==> config.mk <==
export PLATFORM = sky130hd
export DESIGN_NAME = apb_mem_completer_flat
export DESIGN_NICKNAME = d
export VERILOG_FILES = /design/src/rtl/apb_mem_completer_if.sv /design/src/rtl/apb_mem_completer.sv /design/src/flat_wrapper.sv
export SDC_FILE = /design/constraint.sdc
export NUM_CORES = 2
export LEC_CHECK = 0
export CAP_MARGIN = 20
export CORE_ASPECT_RATIO = 1.4
export CORE_MARGIN = 5
export CORE_UTILIZATION = 24
export CTS_BUF_LIST = sky130_fd_sc_hd__clkbuf_4 sky130_fd_sc_hd__clkbuf_8 sky130_fd_sc_hd__clkbuf_16
export CTS_CLUSTER_SIZE = 10
export DETAILED_ROUTE_END_ITERATION = 12
export GPL_ROUTABILITY_DRIVEN = 0
export PLACE_DENSITY = 0.42
export SYNTH_ARGS = -nofsm -noshare
export SYNTH_HDL_FRONTEND = slang
export SYNTH_SLANG_ARGS = --single-unit
==> constraint.sdc <==
create_clock -name clk -period 3.8 [get_ports clk]
set_clock_uncertainty 0.15 [all_clocks]
set_input_delay 0.38 -clock clk [delete_from_list [all_inputs] [get_ports clk]]
set_output_delay 0.38 -clock clk [all_outputs]
set_load 0.01 [all_outputs]
==> src/rtl/apb_mem_completer_if.sv <==
// rtl/apb_mem_completer_if.sv - APB4 bus bundle between a requester and apb_mem_completer
interface apb_mem_completer_if #(
    parameter int ADDR_WIDTH = 32,
    parameter int DATA_WIDTH = 32
);
    logic                    psel;
    logic                    penable;
    logic                    pwrite;
    logic [ADDR_WIDTH-1:0]   paddr;
    logic [DATA_WIDTH-1:0]   pwdata;
    logic [DATA_WIDTH/8-1:0] pstrb;
    logic [DATA_WIDTH-1:0]   prdata;
    logic                    pready;
    logic                    pslverr;

    modport master (
        output psel, penable, pwrite, paddr, pwdata, pstrb,
        input  prdata, pready, pslverr
    );

    modport slave (
        input  psel, penable, pwrite, paddr, pwdata, pstrb,
        output prdata, pready, pslverr
    );
endinterface

==> src/rtl/apb_mem_completer.sv <==
// rtl/apb_mem_completer.sv - APB4 completer with word memory, wait states and range errors
// Optional byte-lane write strobes: APB_COMPLETER_PSTRB_EN
module apb_mem_completer #(
    parameter int ADDR_WIDTH  = 32,
    parameter int DATA_WIDTH  = 32,
    parameter int MEM_WORDS   = 64,
    parameter int WAIT_STATES = 1
) (
    input  logic                clk,
    input  logic                rst,
    apb_mem_completer_if.slave  bus
);
    localparam int                    IDX_W   = (MEM_WORDS > 1) ? $clog2(MEM_WORDS) : 1;
    localparam int                    NBYTES  = DATA_WIDTH / 8;
    localparam logic [ADDR_WIDTH-1:0] LIMIT   = ADDR_WIDTH'(MEM_WORDS * 4);
    localparam logic [3:0]            WS_INIT = 4'(WAIT_STATES);

    typedef enum logic [1:0] {IDLE, WAIT, DONE} state_t;

    logic [DATA_WIDTH-1:0] r_mem [MEM_WORDS];

    state_t                r_state, w_state_nx;
    logic [3:0]            r_cnt, w_cnt_nx;
    logic                  r_pready, w_pready_nx;
    logic                  r_pslverr, w_pslverr_nx;
    logic [DATA_WIDTH-1:0] r_prdata, w_prdata_nx;

    logic [IDX_W-1:0]      r_word;
    logic                  r_write;
    logic                  r_err;
    logic [DATA_WIDTH-1:0] r_wdata;
    logic [NBYTES-1:0]     r_strb;

    logic                  w_latch;
    logic                  w_mem_we;
    logic                  w_err_in;
    logic [IDX_W-1:0]      w_word_in;
    logic [DATA_WIDTH-1:0] w_wr_word;
    logic                  w_unused;

    assign w_word_in = bus.paddr[IDX_W+1:2];
    // No address wrap: any set upper bit lands beyond LIMIT and is an error
    assign w_err_in  = (bus.paddr >= LIMIT);
    assign w_unused  = ^{bus.paddr[1:0], r_strb};

    always_comb begin
        w_state_nx   = r_state;
        w_cnt_nx     = r_cnt;
        w_pready_nx  = 1'b0;
        w_pslverr_nx = 1'b0;
        w_prdata_nx  = r_prdata;
        w_latch      = 1'b0;
        w_mem_we     = 1'b0;
        case (r_state)
            IDLE: begin
                if (bus.psel && !bus.penable) begin
                    w_latch = 1'b1;
                    if (WAIT_STATES == 0) begin
                        w_state_nx   = DONE;
                        w_pready_nx  = 1'b1;
                        w_pslverr_nx = w_err_in;
                        if (!bus.pwrite)
                            w_prdata_nx = w_err_in ? '0 : r_mem[w_word_in];
                    end else begin
                        w_state_nx = WAIT;
                        w_cnt_nx   = WS_INIT;
                    end
                end
            end
            WAIT: begin
                if (!bus.psel) begin
                    w_state_nx = IDLE;
                    w_cnt_nx   = '0;
                end else if (r_cnt == 4'd1) begin
                    w_state_nx   = DONE;
                    w_cnt_nx     = '0;
                    w_pready_nx  = 1'b1;
                    w_pslverr_nx = r_err;
                    if (!r_write)
                        w_prdata_nx = r_err ? '0 : r_mem[r_word];
                end else begin
                    w_cnt_nx = r_cnt - 4'd1;
                end
            end
            DONE: begin
                w_state_nx = IDLE;
                w_mem_we   = bus.psel && bus.penable && bus.pwrite && !r_err;
            end
            default: w_state_nx = IDLE;
        endcase
    end

    always_comb begin
        w_wr_word = r_wdata;
`ifdef APB_COMPLETER_PSTRB_EN
        for (int i = 0; i < NBYTES; i++)
            w_wr_word[i*8 +: 8] = r_strb[i] ? r_wdata[i*8 +: 8] : r_mem[r_word][i*8 +: 8];
`endif
    end

    always_ff @(posedge clk) begin
        if (rst) begin
            r_state   <= IDLE;
            r_cnt     <= '0;
            r_pready  <= 1'b0;
            r_pslverr <= 1'b0;
            r_prdata  <= '0;
        end else begin
            r_state   <= w_state_nx;
            r_cnt     <= w_cnt_nx;
            r_pready  <= w_pready_nx;
            r_pslverr <= w_pslverr_nx;
            r_prdata  <= w_prdata_nx;
        end
    end

    always_ff @(posedge clk) begin
        if (!rst && w_latch) begin
            r_word  <= w_word_in;
            r_write <= bus.pwrite;
            r_err   <= w_err_in;
            r_wdata <= bus.pwdata;
            r_strb  <= bus.pstrb;
        end
    end

    // Memory is deliberately left out of reset so contents survive it
    always_ff @(posedge clk) begin
        if (!rst && w_mem_we)
            r_mem[r_word] <= w_wr_word;
    end

    assign bus.prdata  = r_prdata;
    assign bus.pready  = r_pready;
    assign bus.pslverr = r_pslverr;
endmodule

==> src/flat_wrapper.sv <==
// flat-port wrapper written by rule: the top's interface ports become plain ports
module apb_mem_completer_flat 
#(
    parameter int ADDR_WIDTH  = 32,
    parameter int DATA_WIDTH  = 32,
    parameter int MEM_WORDS   = 64,
    parameter int WAIT_STATES = 1
)
  (clk, rst, bus_psel, bus_penable, bus_pwrite, bus_paddr, bus_pwdata, bus_pstrb, bus_prdata, bus_pready, bus_pslverr);
  apb_mem_completer_if #(.ADDR_WIDTH(ADDR_WIDTH), .DATA_WIDTH(DATA_WIDTH)) bus_i ();
  input  logic clk;
  input  logic rst;
  input wire logic [$bits(bus_i.psel)-1:0] bus_psel;
  input wire logic [$bits(bus_i.penable)-1:0] bus_penable;
  input wire logic [$bits(bus_i.pwrite)-1:0] bus_pwrite;
  input wire logic [$bits(bus_i.paddr)-1:0] bus_paddr;
  input wire logic [$bits(bus_i.pwdata)-1:0] bus_pwdata;
  input wire logic [$bits(bus_i.pstrb)-1:0] bus_pstrb;
  output wire logic [$bits(bus_i.prdata)-1:0] bus_prdata;
  output wire logic [$bits(bus_i.pready)-1:0] bus_pready;
  output wire logic [$bits(bus_i.pslverr)-1:0] bus_pslverr;
  assign bus_i.psel = bus_psel;
  assign bus_i.penable = bus_penable;
  assign bus_i.pwrite = bus_pwrite;
  assign bus_i.paddr = bus_paddr;
  assign bus_i.pwdata = bus_pwdata;
  assign bus_i.pstrb = bus_pstrb;
  assign bus_prdata = bus_i.prdata;
  assign bus_pready = bus_i.pready;
  assign bus_pslverr = bus_i.pslverr;
  apb_mem_completer #(.ADDR_WIDTH(ADDR_WIDTH), .DATA_WIDTH(DATA_WIDTH), .MEM_WORDS(MEM_WORDS), .WAIT_STATES(WAIT_STATES)) u_core (.clk(clk), .rst(rst), .bus(bus_i));
endmodule
==> results.txt <==
Clock tree buffer depth: 4
Post-route ant nets: 0
Clock power frac: 43.6%
P_sw: 10.49 mW
Combinational share of power: 4.6%
Sequential area share after synthesis: 78.17%
Mux contribution to synthesized area: 15.66%
Pwr per Cell Area: 503.7 nW/um^2
Hold WS: 0.09213 ns
Yosys reg bits: 2,134
DR vias/cell: 4.580
Die H: 699.0 microns
Min Tclk post-route: 3.511 ns
DR vias: 40,070
Switching portion of total power: 21.13%
Most frequent cells in the layout: edfxtp_1, mux4_2, buf_4
Post-route DRC: 0
Site row count: 253
Most common cell after layout, fill and taps aside: edfxtp_1
CTS Buf Count: 241
Initial antenna violation count: 12
CP arrival: 4.09 ns
Slew HR: 16.57%
# clock sinks: 2,134
Clock slew at reported path FFs: 0.06 ns
Area growth syn-to-layout: 21.14%
DIE AREA: 351,000 sq um
Worst Setup End Kind: register
Post-Synth XOR/XNOR Area: 0%
F_max: 284.8 MHz
HP Class: in2reg
Number of global-route vias before repair: 42,530
Crit-path slowest cell: dfxtp_4
Syn Inst Count: 3,630
Synth Warn #: 0
Outcome: complete, no violations
Cts repair resizes: 0
DRT Pass-1 Iters: 6
Overall Power: 49.66 mW
Synth Cell Area: 81,390 sq um
Die width: 502.2 microns
# IOs: 107
Int Pwr: 39.17 mW
Sequential share of power: 51.8%
Largest net degree at the start of global routing: 65
DRT iter0 DRCs: 3,561
Worst-Skew Late Latency: 0.87 ns
RSZ-0062 raised after global routing: false
Core area: 338,400 sq um
Avg Cell Area, Syn: 22.42 sq um
Crit Path Class: reg2reg
First-pass GRT wire length: 366,000 microns
Leak Pwr: 30.48 nW
Post-synth top area cell: edfxtp_1
Detailed-placement wirelength estimate: 164,700 microns
Largest family of logic cells by synthesized area: multiplexers
Async S/R FF share, synth: 0%
Max incr delay on CP: 0.65 ns
Initial Util: 24.05%
CP startpoint kind: register
EDFF count, synth: 2,088
H-tree levels: 4
CTS tree: done
Slew @ Worst Pin: 1.220 ns
Synth Area in Simple Gates: 2.169%
Share of the synthesized area in the top cell type: 77.04%
Per-cell routed wire length: 30.73 microns
Final setup violation count: 0
Root Buffer: clkbuf_16
Distinct cells, synth: 64
Worst vdd rail ir drop: 0.3521 mV
Top cells by area, synth: edfxtp_1, mux4_2, mux2i_1
Share of layout cells above drive strength 1: 30.30%
Fin nets: 4,241
Number of port buffers: 100
Final Max Slew Viols: 0
Worst hold start: bus_pwdata[5]
Crit-path max FO: 22
Syn_nets: 3,705
CP Data Required Time: 4.38 ns
Drt total wl: 268,800 microns
Filler Cells Inserted: 32,840
Overall Global Routing Usage: 15.00%
Setup TNS: 0 ns
Synth Area in Adders: 0.03075%
Fin crit share: 92.39%
Crit path cell chain: buf_12 > buf_4 > mux4_2 > mux4_2 > mux2i_1 > buf_4 > o21ai_0
Hold Vio Cnt, Final: 0
Main synth FF type: edfxtp_1
Max-Cap Viols: 0
GRT Residual Overflow: 0
Compound-Gate Fraction of Synth Area: 2.466%
[power by group through the flow]
| stage | Clock [mW] | Combinational, mW | Sequential, mW |
|---|---|---|---|
| 6_report | 21.6 | 2.29 | 25.7 |
| 5_1_grt | 23.2 | 2.42 | 25.7 |
| 4_1_cts | 22.3 | 2.37 | 25.7 |
| 3_5_place_dp | 0 | 2.34 | 26.2 |
| 3_3_place_gp | 0 | 2.33 | 26.2 |
| 2_1_floorplan | 0 | 1.22 | 26.2 |
[routing by layer]
layer  GRT usage, %  routed length [microns]  vias to the layer above
met4          3.715                     6721                        0
met1          17.97                   104700                    22270
met5              0                        0                        -
li1               -                        -                    16440
met3          1.798                    10760                      316
met2          28.33                   146600                     1046
[path summary, 6_finish.rpt]
path | cells after the start | endpoint | slack (ns)
worst max-delay path | 7 | u_core.bus.prdata[25]$_SDFFE_PP0P_ | 0.29
worst min-delay path | 1 | u_core.r_wdata[5]$_DFFE_PP_ | 0.09
worst max register to register | 7 | u_core.bus.prdata[25]$_SDFFE_PP0P_ | 0.29
worst min register to register | 2 | u_core.bus.prdata[2]$_SDFFE_PP0P_ | 0.33
[flip-flops by register name, indices dropped and copies added (netlist names), named ones only]
register / count
u_core.r_wdata: 32
u_core.r_mem: 2048
u_core.r_word: 6
u_core.bus.prdata: 32
u_core.r_write: 1
u_core.r_err: 1
u_core.r_state: 2
u_core.bus.pslverr: 1
u_core.bus.pready: 1
u_core.r_cnt: 4
[metrics by stage]
stage / setup slack, ns / util, % / cells / cell area (sq um)
detailed placement: 0.1702 / 26.93 / 8345 / 91120
finish: 0.2892 / 29.14 / 8748 / 98590
global placement: 0.1227 / 26.93 / 8345 / 91120
CTS: 0.2617 / 29.13 / 8741 / 98570
floorplan: 0.4871 / - / 3630 / 81390
global route: 0.2459 / 29.13 / 8743 / 98580
[cell usage after synthesis (all sizes together) (2+ instances only)]
master,n
a2111oi,13
a211oi,14
a21boi,3
a21oi,33
a221oi,14
a22o,9
a22oi,85
a2bb2oi,2
a311oi,2
a31oi,12
a32o,7
a32oi,13
and2,12
and2b,2
and3,8
buf,146
clkbuf,45
dfxtp,46
edfxtp,2088
ha,2
inv,7
mux2,22
mux2i,129
mux4,495
nand2,108
nand2b,8
nand3,35
nand3b,12
nand4,8
nor2,99
nor2b,19
nor3,22
nor3b,3
nor4,10
o211ai,2
o21ai,28
o22ai,36
o41ai,4
or2,2
or3,4
or3b,8
or4,2
[worst max-delay path, delay by kind of cell (launching register included)]
kind	cells	cell delay, ns
mux	3	1.62
buf+inv	3	0.83
flops	1	0.65
compound gates	1	0.07
[cells by family (layout without fill, tap and decap cells)]
family          Yosys count  after routing
compound gates          283            283
other cells               0              6
buf+inv                 199            849
flops                  2134           2134
mux                     646            646
fa+ha+maj                 2              2
simple gates            366            366
[cell type report]
class / count / area (sq um) / share of cell area, %
Multi-Input combinational cell: 1297 / 17070 / 17.31
Clock inverter: 9 / 177.7 / 0.1802
Timing Repair Buffer: 484 / 5200 / 5.274
Clock buffer: 348 / 6882 / 6.980
Inverter: 8 / 32.53 / 0.03299
Antenna cell: 6 / 15.01 / 0.01523
Tap cell: 4462 / 5583 / 5.662
Sequential cell: 2134 / 63640 / 64.55
[repair_timing]
item | CTS | global route
hold endpoints to repair | 43 | 0
hold buffers | 39 | 0
setup buffers | 0 | 0
Power figures use the tool's default switching activity.
